===== src/rtl/fetch_unit.sv =====
// Instruction-fetch stage: owns the PC, reads instruction memory and hands one
// instruction at a time to decode, honouring single-delay-slot redirects.
module fetch_unit #(
    parameter logic [31:0] RESET_VECTOR = 32'hBFC00000,
    parameter logic [31:0] HALT_ADDR    = 32'h00000000
) (
    input  logic        clk,
    input  logic        rst_n,
    output logic [31:0] imem_address,
    output logic        imem_read,
    input  logic        imem_waitrequest,
    input  logic [31:0] imem_readdata,
    output logic [31:0] instr,
    output logic        instr_valid,
    input  logic        instr_ready,
    output logic [31:0] pc,
    output logic [31:0] link_pc,
    input  logic        redirect_valid,
    input  logic [31:0] redirect_target,
    output logic        halted
);

    typedef enum logic [1:0] {BOOT, FETCH, VALID, HALTED} state_t;

    state_t      state, state_nxt;
    logic [31:0] pc_nxt, instr_nxt;
    logic [31:0] pending_target, pending_target_nxt;
    logic        delay_pending, delay_pending_nxt;
    logic [31:0] seq_next;

    // Handshakes: a memory read completes on a cycle with imem_read=1 and
    // imem_waitrequest=0; an instruction transfers to decode on a cycle with
    // instr_valid=1 and instr_ready=1. Redirect inputs matter only on that cycle.

    always_ff @(posedge clk or negedge rst_n) begin
        if (!rst_n) begin
            state          <= BOOT;
            pc             <= RESET_VECTOR;
            instr          <= 32'd0;
            delay_pending  <= 1'b0;
            pending_target <= 32'd0;
        end else begin
            state          <= state_nxt;
            pc             <= pc_nxt;
            instr          <= instr_nxt;
            delay_pending  <= delay_pending_nxt;
            pending_target <= pending_target_nxt;
        end
    end

    always_comb begin
        state_nxt          = state;
        pc_nxt             = pc;
        instr_nxt          = instr;
        delay_pending_nxt  = delay_pending;
        pending_target_nxt = pending_target;
        // A pending branch target takes priority over sequential flow.
        seq_next           = delay_pending ? pending_target : pc + 32'd4;
        case (state)
            BOOT: state_nxt = FETCH;
            FETCH: begin
                if (!imem_waitrequest) begin
                    instr_nxt = imem_readdata;
                    state_nxt = VALID;
                end
            end
            VALID: begin
                if (instr_ready) begin
                    pc_nxt = seq_next;
                    if (delay_pending) begin
                        // Redirects from a delay-slot instruction are dropped.
                        delay_pending_nxt = 1'b0;
                    end else if (redirect_valid) begin
                        pending_target_nxt = {redirect_target[31:2], 2'b00};
                        delay_pending_nxt  = 1'b1;
                    end
                    state_nxt = (seq_next == HALT_ADDR) ? HALTED : FETCH;
                end
            end
            HALTED: state_nxt = HALTED;
            default: state_nxt = BOOT;
        endcase
    end

    assign imem_address = pc;
    assign imem_read    = (state == FETCH);
    assign instr_valid  = (state == VALID);
    assign halted       = (state == HALTED);
    assign link_pc      = pc + 32'd8;

endmodule


===== config.mk =====
export PLATFORM = sky130hd
export DESIGN_NAME = fetch_unit
export DESIGN_NICKNAME = d
export VERILOG_FILES = /design/src/rtl/fetch_unit.sv
export SDC_FILE = /design/constraint.sdc
export NUM_CORES = 1
export LEC_CHECK = 0
export ABC_AREA = 1
export BUFFER_PORTS_ARGS = -buffer_cell sky130_fd_sc_hd__buf_2
export CAP_MARGIN = 20
export CORE_AREA = 2 2 125 139
export DETAILED_ROUTE_END_ITERATION = 6
export DIE_AREA = 0 0 127 141
export MAX_ROUTING_LAYER = met4
export SYNTH_ARGS = -nofsm -noshare
export SYNTH_HDL_FRONTEND = slang
export SYNTH_SLANG_ARGS = --single-unit

===== constraint.sdc =====
create_clock -name clk -period 3.2 [get_ports clk]
set_input_delay 0.64 -clock clk [delete_from_list [all_inputs] [get_ports clk]]
set_output_delay 0.64 -clock clk [all_outputs]
set_load 0.03 [all_outputs]

==> summary.txt <==
Outcome
  – Run status: completed

Worst setup path
  – Worst Setup End Kind: output pin
  – Crit path max fanout: 5
  – Critical path required time: approximately 2600 ps
  – Crit-path slowest cell: dfrtp_1
  – Path type of the worst setup path: reg -> out
  – Reg-to-reg critical path startpoint: imem_address[4]
  – Worst reg2reg path depth: 15
  – Critical-path cell list: inv_1 > nor3_2 > inv_1 > nor2_1 > nand2_1 > nor2_1 > nand3_1 > xor2_1 > buf_2
  – Worst setup SP type: register
  – Worst endpoint data arrival time: about 2400 ps
  – Setup slack, reg-to-reg: 870 ps
  – Reg2reg end: state[1]
  – Critical path's largest stage delay: 420 ps

STA
  – Final hold violation count: 0
  – Final worst slack: just over 200 ps
  – Final Critical Period: approximately 3000 ps
  – Final setup fails: 0
  – Total negative slack: 0 ps
  – Worst-margin pin slew: 756 ps
  – Slew headroom: 0.495
  – Worst clock skew: around 9.4 ps
  – F_max: about 330 MHz
  – Final worst-path cycle share: 0.937
  – Max Slew Vio Count: 0

Clock network
  – Cts hold-fix bufs: 0
  – Skew-Pair Late Insertion Delay: 340 ps
  – TritonCTS clock tree: yes
  – Clock buffer depth: 2
  – Clock sinks: between 90 and 100
  – Root Driver: clkbuf_16
  – Worst-path clk slew: about 70 ps
  – CTS H-tree depth: 3
  – Num CTS Buffers: 9

Placement
  – Placer Congestion: a little over 0.8
  – Dpl ws: about 410 ps
  – HPWL after detailed placement: approximately 12 mm
  – Post-DP Area: approximately 6700 um2
  – Placed insts: just over 1000
  – Buffers on Ports: 197

Drt
  – Drt pass-1 iters: 4
  – 1st-iter DRT viols: between 200 and 250
  – Post-DRT Antenna Nets: 0
  – Drt drc: 0
  – Mean number of vias per cell: approximately 4.7
  – Wire per inst: 15.1 um
  – Via count: ~4900
  – Routed WL: 15.8 mm

Yosys
  – Complex-gate fraction of the synthesized area: 0.0423
  – Register area share after synthesis: 0.429
  – Synth Warn #: 0
  – Largest family of logic cells by synthesized area: simple AND/OR/NAND/NOR gates
  – #FFs+latches synth: just under 100
  – Post-Synth Adder-Cell Area: 0.00440
  – Mapped Nets: 737
  – Unique masters post-synth: 30
  – Post-synthesis xor/xnor area fraction: 0.0447
  – Simple-Gate Fraction of Synth Area: 0.261
  – Asr flop ratio synth: 1.00
  – Synthesized area per cell: roughly 8.5 um2
  – Post-synth EDFFs: 0
  – Ys flop type: dfrtp_1
  – Mux share of post-synthesis cell area: 0.121
  – Mapped Cells: between 600 and 700
  – Post-Syn Area: 5680 um2

Power and ir drop
  – Sw Share: 0.494
  – P per Cell Area: 1110 nW/um2
  – Clk network pwr share: 0.165
  – Tot Pwr: between 7 and 8 mW
  – VDD IR max: approximately 430 uV
  – Sequential share of power: 0.307
  – Net switching power: 3.89 mW
  – Leak pwr: between 3 and 4 nW
  – Combinational cell fraction of total power: 0.529
  – Int Power: 3.99 mW

Floorplan
  – IO Pins: 200
  – Core Area: 16600 um2
  – Die Wd: about 130 um
  – Initial core utilization: 0.341
  – Rows: 50
  – Die H: roughly 140 um
  – Die area: 17900 um2

Layout
  – Layout cells sized above 1: 0.400
  – Nets: 901
  – Design Area, Final: roughly 7100 um2
  – Area grow syn2layout: 24.4%
  – Finished Layout Cells: between 1000 and 1500

Global route
  – Vias in the first global route: 4588
  – Largest net degree at the start of global routing: 55
  – GR Overflow Total: 0
  – First-pass GRT wire length: roughly 24 mm
  – Gr usage total: 0.179
  – Initial antenna violation count: 5

Min path
  – Hold Crit Class: in -> async

Flow run
  – Max-cap check violation count: 0
[worst max-delay path: cells and delay by family, from the launching register on]
| kind | cells | cell delay, ps |
|---|---|---|
| DFF | 1 | 420 |
| xor gates and xnor gates | 1 | 140 |
| buffers and inverters | 3 | 460 |
| and+or+nand+nor | 5 | 1000 |
[repair_timing]
action                                  in CTS  in global routing
buffers inserted                             0                  0
endpoints found under the setup margin       0                  6
resized for setup                            0                  2
[kinds of logic after synthesis]
logic type               after synthesis
buffers and inverters                111
XOR/XNOR                              29
adder cells (fa/ha/maj)                2
flip-flops                            97
AND/OR/NAND/NOR                      319
multiplexers                          61
AO/OA/AOI/OAI                         47
[worst max-delay path by stage]
stage | startpoint | end | slack (ps) | cells past startpoint
after CTS | imem_address[3] | link_pc[28] | 30 | 9
after floorplan | imem_address[3] | link_pc[28] | 310 | 8
after global placement | imem_address[3] | link_pc[28] | 440 | 9
after global routing | imem_address[3] | link_pc[28] | -50 | 9
final | imem_address[3] | link_pc[28] | 200 | 9
after detailed placement | imem_address[3] | link_pc[28] | 410 | 9
[metal layers]
metal	wire length [um]	part of all wire	track usage
met1	7000	0.44	0.226
met2	7570	0.48	0.288
met3	1030	0.065	0.0433
met4	211	0.013	0.0503
met5	0	0	-
[flip-flops by register name (all words and copies together) (netlist names)]
signal and count:
instr 32, imem_address 32, delay_pending 1, pending_target 30, state 2
[cell usage in the layout, fill, tap and decap left out, types with 4 or more instances in the layout]
master and n:
or2_2 4, nor2_1 48, xor2_1 28, buf_4 10, nand2_1 175, nand2_2 10
diode_2 7, dfrtp_1 88, nor2_4 11, dfstp_2 9, nand2_4 4, nand3_1 52
nor2_2 4, inv_2 4, inv_1 53, buf_2 196, mux2_2 61, clkbuf_16 9
o21ai_0 40
[stage by stage]
step	hold WS, ps	utilization
after floorplan	344	-
after global placement	483	0.401
after detailed placement	487	0.401
after CTS	324	0.423
after global routing	349	0.424
final	304	0.425
[synth_stat cells, types with 2 or more instances]
| cell type | number | area (um2) |
|---|---|---|
| a21oi_1 | 2 | 10.0 |
| buf_1 | 5 | 18.8 |
| buf_2 | 3 | 15.0 |
| buf_4 | 36 | 270 |
| clkbuf_1 | 10 | 37.5 |
| dfrtp_1 | 88 | 2200 |
| dfstp_2 | 9 | 236 |
| ha_1 | 2 | 25.0 |
| inv_1 | 53 | 199 |
| inv_2 | 4 | 15.0 |
| mux2_2 | 61 | 687 |
| nand2_1 | 175 | 657 |
| nand2_2 | 10 | 62.6 |
| nand2_4 | 4 | 45.0 |
| nand3_1 | 52 | 260 |
| nand4_1 | 3 | 18.8 |
| nor2_1 | 50 | 188 |
| nor2_2 | 2 | 12.5 |
| nor2_4 | 11 | 124 |
| nor2_8 | 3 | 60.1 |
| nor3_1 | 3 | 15.0 |
| o21ai_0 | 40 | 200 |
| o21ai_1 | 3 | 15.0 |
| or2_2 | 4 | 25.0 |
| xor2_1 | 28 | 245 |
[power by group through the flow]
| stage | Sequential (mW) | Combinational [mW] | Clock [mW] |
|---|---|---|---|
| floorplan | 3.05 | 2.49 | 0 |
| global placement | 2.42 | 4.16 | 0 |
| detailed placement | 2.43 | 4.18 | 0 |
| CTS | 2.42 | 4.19 | 1.33 |
| global route | 2.51 | 4.49 | 1.37 |
| finish | 2.42 | 4.16 | 1.30 |
[layout make-up]
type	instances	area (um2)
Fill cell	1728	9570
Multi-Input combinational cell	458	2700
Sequential cell	97	2440
Timing Repair Buffer	207	1080
Clock buffer	12	267
Tap cell	208	260
Inverter	57	214
Clock inverter	4	97.6
Antenna cell	7	17.5
Power figures use the tool's default switching activity.
